$ cat config.mk
export PLATFORM = sky130hd
export DESIGN_NAME = icache_dm_refill
export DESIGN_NICKNAME = d
export VERILOG_FILES = /design/src/rtl/icache_pkg.sv /design/src/rtl/icache_refill_fsm.sv /design/src/rtl/icache_dm_refill.sv
export SDC_FILE = /design/constraint.sdc
export NUM_CORES = 2
export LEC_CHECK = 0
export CAP_MARGIN = 15
export CORE_ASPECT_RATIO = 1.2
export CORE_MARGIN = 2
export CORE_UTILIZATION = 56
export CTS_CLUSTER_SIZE = 25
export DETAILED_ROUTE_END_ITERATION = 8
export PLACE_DENSITY = 0.72
export SETUP_SLACK_MARGIN = 0.5
export SLEW_MARGIN = 10
export SYNTH_ARGS = -nofsm -noshare
export SYNTH_HDL_FRONTEND = slang
export SYNTH_SLANG_ARGS = --single-unit
$ cat constraint.sdc
create_clock -name clock -period 6.47 [get_ports clock]
set_input_delay 1.294 -clock clock [delete_from_list [all_inputs] [get_ports clock]]
set_output_delay 1.294 -clock clock [all_outputs]
set_load 0.02 [all_outputs]
$ cat src/rtl/icache_pkg.sv
// Shared types and geometry helpers for the direct-mapped instruction cache.
package icache_pkg;

  typedef enum logic [1:0] {
    IDLE,
    REQ,
    FILL
  } icache_state_t;

  localparam int unsigned DefAddrW = 32;

  typedef logic [DefAddrW-1:0] line_addr_t;

  function automatic int unsigned calc_offset_w(input int unsigned line_words);
    return $clog2(line_words);
  endfunction

  function automatic int unsigned calc_index_w(input int unsigned num_sets);
    return $clog2(num_sets);
  endfunction

  // The 2 accounts for the ignored byte-within-word bits.
  function automatic int unsigned calc_tag_w(input int unsigned addr_w,
                                             input int unsigned line_words,
                                             input int unsigned num_sets);
    return addr_w - calc_offset_w(line_words) - calc_index_w(num_sets) - 2;
  endfunction

endpackage

$ cat src/rtl/icache_refill_fsm.sv
// Refill sequencer: owns the IDLE/REQ/FILL state, beat counter, latched line address and
// the poison flag that stops a flushed in-flight line from being validated.
module icache_refill_fsm
  import icache_pkg::*;
#(
  parameter int unsigned ADDR_W     = 32,
  parameter int unsigned LINE_WORDS = 4,
  parameter int unsigned OFFSET_W   = calc_offset_w(LINE_WORDS)
) (
  input  logic                clk_i,
  input  logic                rst_ni,
  input  logic                miss_start_i,
  input  logic [ADDR_W-1:0]   miss_line_addr_i,
  input  logic                flush_i,
  input  logic                mem_req_ready_i,
  input  logic                mem_rvalid_i,
  output logic [OFFSET_W-1:0] beat_cnt_o,
  output logic [ADDR_W-1:0]   line_addr_o,
  output logic                poison_o,
  output logic                mem_req_valid_o,
  output logic                busy_o,
  output logic                fill_we_o,
  output logic                fill_last_o
);

  localparam logic [OFFSET_W-1:0] LastBeat = OFFSET_W'(LINE_WORDS - 1);

  icache_state_t       state_q;
  logic [OFFSET_W-1:0] beat_cnt_q;
  logic [ADDR_W-1:0]   line_addr_q;
  logic                poison_q;
  logic                mem_req_valid_q;
  logic                busy_q;
  logic                last_beat;

  assign last_beat = (beat_cnt_q == LastBeat);

  always_ff @(posedge clk_i or negedge rst_ni) begin
    if (!rst_ni) begin
      state_q         <= IDLE;
      beat_cnt_q      <= '0;
      line_addr_q     <= '0;
      poison_q        <= 1'b0;
      mem_req_valid_q <= 1'b0;
      busy_q          <= 1'b0;
    end else begin
      case (state_q)
        IDLE: begin
          if (miss_start_i) begin
            state_q         <= REQ;
            line_addr_q     <= miss_line_addr_i;
            poison_q        <= 1'b0;
            mem_req_valid_q <= 1'b1;
            busy_q          <= 1'b1;
          end
        end
        REQ: begin
          if (mem_req_ready_i) begin
            state_q         <= FILL;
            beat_cnt_q      <= '0;
            mem_req_valid_q <= 1'b0;
          end
        end
        FILL: begin
          if (mem_rvalid_i) begin
            if (last_beat) begin
              state_q    <= IDLE;
              beat_cnt_q <= '0;
              busy_q     <= 1'b0;
            end else begin
              beat_cnt_q <= beat_cnt_q + 1'b1;
            end
          end
        end
        default: state_q <= IDLE;
      endcase
      // A flush while the line is in flight means its data may predate the fence.
      if (flush_i && (state_q != IDLE)) begin
        poison_q <= 1'b1;
      end
    end
  end

  assign fill_we_o       = (state_q == FILL) && mem_rvalid_i;
  assign fill_last_o     = fill_we_o && last_beat;
  assign beat_cnt_o      = beat_cnt_q;
  assign line_addr_o     = line_addr_q;
  assign poison_o        = poison_q;
  assign mem_req_valid_o = mem_req_valid_q;
  assign busy_o          = busy_q;

endmodule

$ cat src/rtl/icache_dm_refill.sv
// Direct-mapped instruction cache with same-cycle hits and multi-beat line refill.
// Optional hit/miss counters are built when ICACHE_STATS_EN is defined.
module icache_dm_refill
  import icache_pkg::*;
#(
  parameter int unsigned ADDR_W     = 32,
  parameter int unsigned DATA_W     = 32,
  parameter int unsigned LINE_WORDS = 4,
  parameter int unsigned NUM_SETS   = 16
) (
  input  logic              clock,
  input  logic              reset,
  input  logic              cpu_req_valid,
  input  logic [ADDR_W-1:0] cpu_addr,
  output logic              cpu_resp_valid,
  output logic [DATA_W-1:0] cpu_resp_instr,
  input  logic              flush,
  output logic              mem_req_valid,
  input  logic              mem_req_ready,
  output logic [ADDR_W-1:0] mem_req_addr,
  input  logic              mem_rvalid,
  input  logic [DATA_W-1:0] mem_rdata,
  output logic              busy
`ifdef ICACHE_STATS_EN
  ,
  output logic [31:0]       hit_count,
  output logic [31:0]       miss_count
`endif
);

  localparam int unsigned OFFSET_W = calc_offset_w(LINE_WORDS);
  localparam int unsigned INDEX_W  = calc_index_w(NUM_SETS);
  localparam int unsigned TAG_W    = calc_tag_w(ADDR_W, LINE_WORDS, NUM_SETS);
  localparam int unsigned IDX_LSB  = OFFSET_W + 2;

  logic [OFFSET_W-1:0] req_off;
  logic [INDEX_W-1:0]  req_idx;
  logic [TAG_W-1:0]    req_tag;
  logic [ADDR_W-1:0]   miss_line_addr;

  logic [ADDR_W-1:0]   fill_line_addr;
  logic [INDEX_W-1:0]  fill_idx;
  logic [TAG_W-1:0]    fill_tag;
  logic [OFFSET_W-1:0] beat_cnt;
  logic                poison;
  logic                fill_we;
  logic                fill_last;

  logic                lookup_hit;
  logic                miss_start;

  logic [NUM_SETS-1:0] valid_q;
  logic [TAG_W-1:0]    tag_q  [NUM_SETS];
  logic [DATA_W-1:0]   data_q [NUM_SETS][LINE_WORDS];

  assign req_off        = cpu_addr[2 +: OFFSET_W];
  assign req_idx        = cpu_addr[IDX_LSB +: INDEX_W];
  assign req_tag        = cpu_addr[ADDR_W-1 -: TAG_W];
  assign miss_line_addr = {req_tag, req_idx, {IDX_LSB{1'b0}}};

  assign fill_idx = fill_line_addr[IDX_LSB +: INDEX_W];
  assign fill_tag = fill_line_addr[ADDR_W-1 -: TAG_W];

  logic unused_addr_bits;
  assign unused_addr_bits = ^{cpu_addr[1:0], fill_line_addr[IDX_LSB-1:0]};

  assign lookup_hit     = !busy && cpu_req_valid && valid_q[req_idx] && (tag_q[req_idx] == req_tag);
  assign cpu_resp_valid = lookup_hit && !flush;
  assign cpu_resp_instr = cpu_resp_valid ? data_q[req_idx][req_off] : '0;
  // A flush-cycle lookup is a miss too; the refill lands after the valid bits clear.
  assign miss_start     = !busy && cpu_req_valid && !cpu_resp_valid;

  assign mem_req_addr = fill_line_addr;

  icache_refill_fsm #(
    .ADDR_W    (ADDR_W),
    .LINE_WORDS(LINE_WORDS),
    .OFFSET_W  (OFFSET_W)
  ) u_refill_fsm (
    .clk_i           (clock),
    .rst_ni          (reset),
    .miss_start_i    (miss_start),
    .miss_line_addr_i(miss_line_addr),
    .flush_i         (flush),
    .mem_req_ready_i (mem_req_ready),
    .mem_rvalid_i    (mem_rvalid),
    .beat_cnt_o      (beat_cnt),
    .line_addr_o     (fill_line_addr),
    .poison_o        (poison),
    .mem_req_valid_o (mem_req_valid),
    .busy_o          (busy),
    .fill_we_o       (fill_we),
    .fill_last_o     (fill_last)
  );

  always_ff @(posedge clock or negedge reset) begin
    if (!reset) begin
      valid_q <= '0;
    end else if (flush) begin
      valid_q <= '0;
    end else if (fill_last && !poison) begin
      valid_q[fill_idx] <= 1'b1;
    end
  end

  always_ff @(posedge clock) begin
    if (fill_we) begin
      data_q[fill_idx][beat_cnt] <= mem_rdata;
    end
    if (fill_last) begin
      tag_q[fill_idx] <= fill_tag;
    end
  end

`ifdef ICACHE_STATS_EN
  logic [31:0] hit_count_q;
  logic [31:0] miss_count_q;

  always_ff @(posedge clock or negedge reset) begin
    if (!reset) begin
      hit_count_q  <= '0;
      miss_count_q <= '0;
    end else begin
      if (cpu_resp_valid && (hit_count_q != '1)) begin
        hit_count_q <= hit_count_q + 32'd1;
      end
      if (miss_start && (miss_count_q != '1)) begin
        miss_count_q <= miss_count_q + 32'd1;
      end
    end
  end

  assign hit_count  = hit_count_q;
  assign miss_count = miss_count_q;
`endif

endmodule

Word level (Yosys, flattened, before mapping)
Memory sizes are Yosys's and may differ from the RTL's.
Index checks and enable logic that the tools add are counted.
Word-level totals
  bits in registers: 51
  RAM bits: 2432
  output and inout port bits: 67
  logic and storage cells: 90
  memories: 2
Memory list
  data_q: depth 16, bits a word 128, rd ports 1, clocked after memory_dff 0, wr ports 1, RTL line icache_dm_refill.sv:54  | logic [DATA_W-1:0] data_q [NUM_SETS][LINE_WORDS];
  tag_q: depth 16, bits a word 24, rd ports 1, clocked after memory_dff 0, wr ports 1, RTL line icache_dm_refill.sv:53  | logic [TAG_W-1:0] tag_q [NUM_SETS];
Operators by class
  add/sub/neg operators: 1
  magnitude comparators: 6
  equal/unequal tests: 8
  muxes and demuxes: 34
  bitwise gates (word level): 3
  reductions and logical operators: 29
Operators with widths (number)
  2-to-1 mux 128 bit: 1
  2-to-1 mux 32 bit: 4
  binary-select mux 32 bit (select 2 bit): 1
  demux 32 bit (select 2 bit): 1
  2-to-1 mux 16 bit: 2
  == test 24 bit: 1
  OR 16 bit: 1
  2-to-1 mux 2 bit: 7
  nonzero test 2 bit: 7
  2-to-1 mux 1 bit: 12
  logical AND 1 bit: 11
  < comparator 4 x 5 -> 1 bit, second input constant: 2
  AND reduction 4 bit: 2
  greater-or-equal comparator 3 bit, second input constant: 2
  != test 2 bit, second input constant: 3
  NOT 2 -> 3 bit: 2
  case mux 2 bit (3 select lines): 1
  AND reduction 3 bit: 2
  binary-select mux 1 bit (select 4 bit): 1
  demux 1 bit (select 4 bit): 1
  == test 2 bit, second input constant: 2
  greater-or-equal comparator 4 x 1 -> 1 bit, second input constant: 1
  logical NOT 1 bit: 4
  case mux 1 bit (2 select lines): 2
  other kinds (7): 8

Longest topological paths before layout
  depth in word-level cells: 10
  depth in mapped cells: 14

Cells and area by module
From an unflattened synthesis, not the netlist that was laid out.
Unflattened totals
  cells, all modules: 3959
  area, all modules: 96212.3 um^2
Modules (own cells, without submodules)
  icache_dm_refill: instances 1, cells each 3855, area each 94531.9 um^2, sequential area each 73430.4 um^2
  icache_refill_fsm: instances 1, cells each 104, area each 1680.4 um^2, sequential area each 975.9 um^2

Worst setup path after synthesis
Ideal clock, no wire load.
  path kind: input to output
  start point: input port cpu_addr[4]
  end point: output port cpu_resp_instr[20]
  arrival time: 4.347 ns
  setup slack: 0.829 ns
  stages on the path: 13
  path buffers: 5
  cell sequence: buf_6 -> buf_6 -> buf_6 -> mux4_2 -> mux2i_1 -> xor2_1 -> nand2_1 -> a2111oi_2 -> nand2_1 -> or4b_1 -> buf_2 -> buf_6 -> a311oi_1
On the way
  cells in the longest elaborated chain, start to end: 6
  elaborated cells on any way between the ends: 12
  classes of those cells: 1 x eq/ne; 6 x mux; 3 x reduce/logical; 2 x memory
RTL lines
  from (decl): RTL line icache_dm_refill.sv:14  | input logic [ADDR_W-1:0] cpu_addr,
  branches (longest 5 deep; another with memory read (16 x 24 bit))
  2-to-1 mux 32 bit *: RTL line icache_dm_refill.sv:69  | assign cpu_resp_instr = cpu_resp_valid ? data_q[req_idx][req_off] : '0;
  to (decl): RTL line icache_dm_refill.sv:16  | output logic [DATA_W-1:0] cpu_resp_instr,
Every way passes the cells marked *. The select of a mux whose other input is x is not followed.

Worst setup path after layout
  start point: input port cpu_addr[5]
  end point: output port cpu_resp_instr[8]
The elaborated chain is that of the path after synthesis.

==> flow_metrics.env <==
export IMPL_fin_crit_sh=0.926
export IMPL_synth_distinct_cells=55
export IMPL_slew_headroom=0.189
export IMPL_synth_top_family_by_area="multiplexers"
export IMPL_clk_pin_slew_worst_paths_ns=0.06
export IMPL_synth_compound_area_share=0.00642
export IMPL_rsz0062_at_grt="yes"
export IMPL_cts_root_buf="clkbuf_16"
export IMPL_worstMarginPinSlew_ns=1.21
export IMPL_worstReg2RegStart="tag_q[13][18]"
export IMPL_grt_antenna_before_repair=23
export IMPL_post_place_cells=6271
export IMPL_synth_edf_count=2432
export IMPL_cts_made_buffers=220
export IMPL_ys_dominant_reg_cell="edfxtp_1"
export IMPL_post_place_ws_ns=-0.279
export IMPL_ys_warn_count=0
export IMPL_clock_latency_ns=0.85
export IMPL_crit_type="in2out"
export IMPL_layout_cells_non_filler=6727
export IMPL_clk_path_buf_depth=3
export IMPL_max_freq_ghz=0.167
export IMPL_vias=44151
export IMPL_synth_seq_cells=2483
export IMPL_drive_gt1_frac=0.333
export IMPL_synth_async_reset_ratio=0.0205
export IMPL_maxCapViolCount=0
export IMPL_detailed_place_hpwl_mm=125
export IMPL_worst_ep_arrival_time_ns=4.70
export IMPL_io_pins=137
export IMPL_grt_pass1_wl_mm=327
export IMPL_cts_max_level=4
export IMPL_dr_pass1_iters=7
export IMPL_grt_max_degree=97
export IMPL_synth_area_sq_um=95400
export IMPL_dieArea_sq_um=174000
export IMPL_drc_errors=0
export IMPL_tritoncts="done"
export IMPL_grt_pass1_vias=45105
export IMPL_synthMuxAreaShare=0.189
export IMPL_worstPathMaxFanout=8
export IMPL_start_util=0.565
export IMPL_syn2layout_area_growth_pct=13.9
export IMPL_leakage_nw=34.0
export IMPL_peakVddDrop_uv=295
export IMPL_via_per_inst=6.56
export IMPL_hold_violations=0
export IMPL_grt_total_usage=0.264
export IMPL_first_iter_violations=5992
export IMPL_synth_xor_area_frac=0.00257
export IMPL_stdcell_area_sq_um=109000
export IMPL_min_path_type="reg2reg"
export IMPL_yosys_area_share_adder=0.000524
export IMPL_yosys_area_share_simple=0.0113
export IMPL_min_period_ns=5.99
export IMPL_critPathLaunchType="input pin"
export IMPL_final_util=0.644
export IMPL_fp_coreArea_sq_um=169000
export IMPL_ys_seq_area_frac=0.779
export IMPL_wire_per_inst_microns=34.1
export IMPL_fin_nets=4352
export IMPL_gp_congestion=0.823
export IMPL_power_per_cell_area_nw_per_um2=308
export IMPL_fin_skew_ns=0.0392
export IMPL_slew_violations=0
export IMPL_cp_required_ns=5.18
export IMPL_num_rows=165
export IMPL_clkSinkCount=2483
export IMPL_grt_overflow_total=0
export IMPL_placed_cell_area_sq_um=101000
export IMPL_worstSetupEndpointType="output port"
export IMPL_drt_antenna_violating_nets=0
export IMPL_outcome="complete, no violations"
export IMPL_setup_viol=0
export IMPL_wl_mm=229
export IMPL_min_from="valid_q[14]"
export IMPL_syn_inst=3902
export IMPL_die_width_microns=381
export IMPL_crit_start="cpu_addr[5]"
export IMPL_fin_ws_ns=0.477
export IMPL_port_buffers=130
export IMPL_die_h_microns=456
export IMPL_post_synth_cell_area_avg_sq_um=24.5
## placed cells by master (no fill, tap or decap), types with 34 or more instances in the layout
cell type,synthesis,routed
buf_12,0,43
buf_2,72,35
buf_4,12,165
clkbuf_1,97,62
clkbuf_16,0,228
clkdlybuf4s50_1,0,58
clkinv_1,0,53
clkinv_2,0,34
dfrtp_1,51,51
edfxtp_1,2432,2432
mux2i_1,52,48
mux4_2,754,754
nand2_1,50,48
nor2_1,99,35
nor2_4,0,64
## synthesized netlist by cell type, types with 9 or more instances
cell type	n	share of area
a211oi_1	20	0.0016
a21oi_1	9	0.00047
a31oi_1	12	0.00079
buf_1	13	0.00051
buf_2	72	0.0038
buf_4	12	0.00094
buf_6	18	0.0021
clkbuf_1	97	0.0038
dfrtp_1	51	0.013
edfxtp_1	2432	0.77
inv_1	11	0.00043
mux2_2	10	0.0012
mux2_4	27	0.0042
mux2i_1	52	0.0055
mux4_2	754	0.18
nand2_1	50	0.0020
nand3_1	10	0.00052
nor2_1	99	0.0039
nor2b_1	32	0.0021
nor3_1	9	0.00047
xor2_1	21	0.0019
## kinds of logic after synthesis
family,Yosys count
AOI/OAI and AO/OA,85
muxes,843
buffers and inverters,224
xor gates and xnor gates,28
adders and majority gates,4
other,1
DFF,2483
and+or+nand+nor,234
## power breakdown
| part | switching [W] | total, W | internal (W) |
|---|---|---|---|
| clock | 0.00562 | 0.0126 | 0.00698 |
| combinational | 0.00131 | 0.00230 | 0.000990 |
| sequential | 0.000423 | 0.0186 | 0.0182 |
## flip-flops by register name (all words and copies together) (netlist names)
register,count
data_q,2048
tag_q,384
u_refill_fsm.line_addr_o,28
valid_q,16
u_refill_fsm.beat_cnt_o,2
u_refill_fsm.state_q,2
u_refill_fsm.busy_o,1
u_refill_fsm.mem_req_valid_o,1
u_refill_fsm.poison_o,1
## critical path, stage by stage
cell,delay [ns]
bufbuf_16,0.26
buf_6,0.11
buf_6,0.14
mux4_2,0.50
mux4_2,0.55
xor2_4,0.22
nor2_1,0.11
or4b_4,0.53
buf_12,0.19
buf_16,0.16
buf_12,0.15
a311oi_2,0.27
buf_6,0.19
## per-layer routing
| layer | vias up | part of all wire | GRT usage |
|---|---|---|---|
| met1 | 23849 | 0.37 | 0.365 |
| met5 | - | 0.00033 | 0 |
| met2 | 2339 | 0.51 | 0.438 |
| li1 | 17586 | - | - |
| met3 | 371 | 0.088 | 0.0472 |
| met4 | 6 | 0.029 | 0.0805 |
## path summary, 6_finish.rpt
path,to,slack (ns),cells past startpoint
max in group asynchronous,u_refill_fsm.line_addr_o[7],5.30,2
worst max register to register,u_refill_fsm.line_addr_o[19],2.71,12
worst min-delay path,valid_q[14],0.50,2
min in group asynchronous,u_refill_fsm.line_addr_o[26],0.59,2
worst min register to register,valid_q[14],0.50,2
worst max-delay path,cpu_resp_instr[8],0.48,13
## repair_timing
action                     4_1_cts  5_1_grt
resized for setup               87       62
pin swaps                        9       15
cloned                           7        3
setup endpoints to repair       33       30
hold buffers                     0        0
setup buffers                   14        8
## cell type report
type / instances / area (sq um)
sequential: 2483 / 74300
clock buffer: 295 / 5970
multi-input combinational: 1198 / 20800
antenna: 7 / 17.5
tap: 2254 / 2820
inverter: 12 / 50.0
clock inverter: 115 / 912
timing repair buffer: 363 / 3840
fill: 10815 / 60200
## through the flow
stage	setup TNS (ns)	power (W)	hold WS (ns)
2_1_floorplan	0	0.0200	0.457
3_3_place_gp	-3.03	0.0211	0.474
3_5_place_dp	-3.74	0.0211	0.485
4_1_cts	0	0.0336	0.500
5_1_grt	0	0.0344	0.530
6_report	0	0.0335	0.500
No activity file was read; power rests on OpenSTA's default activity.
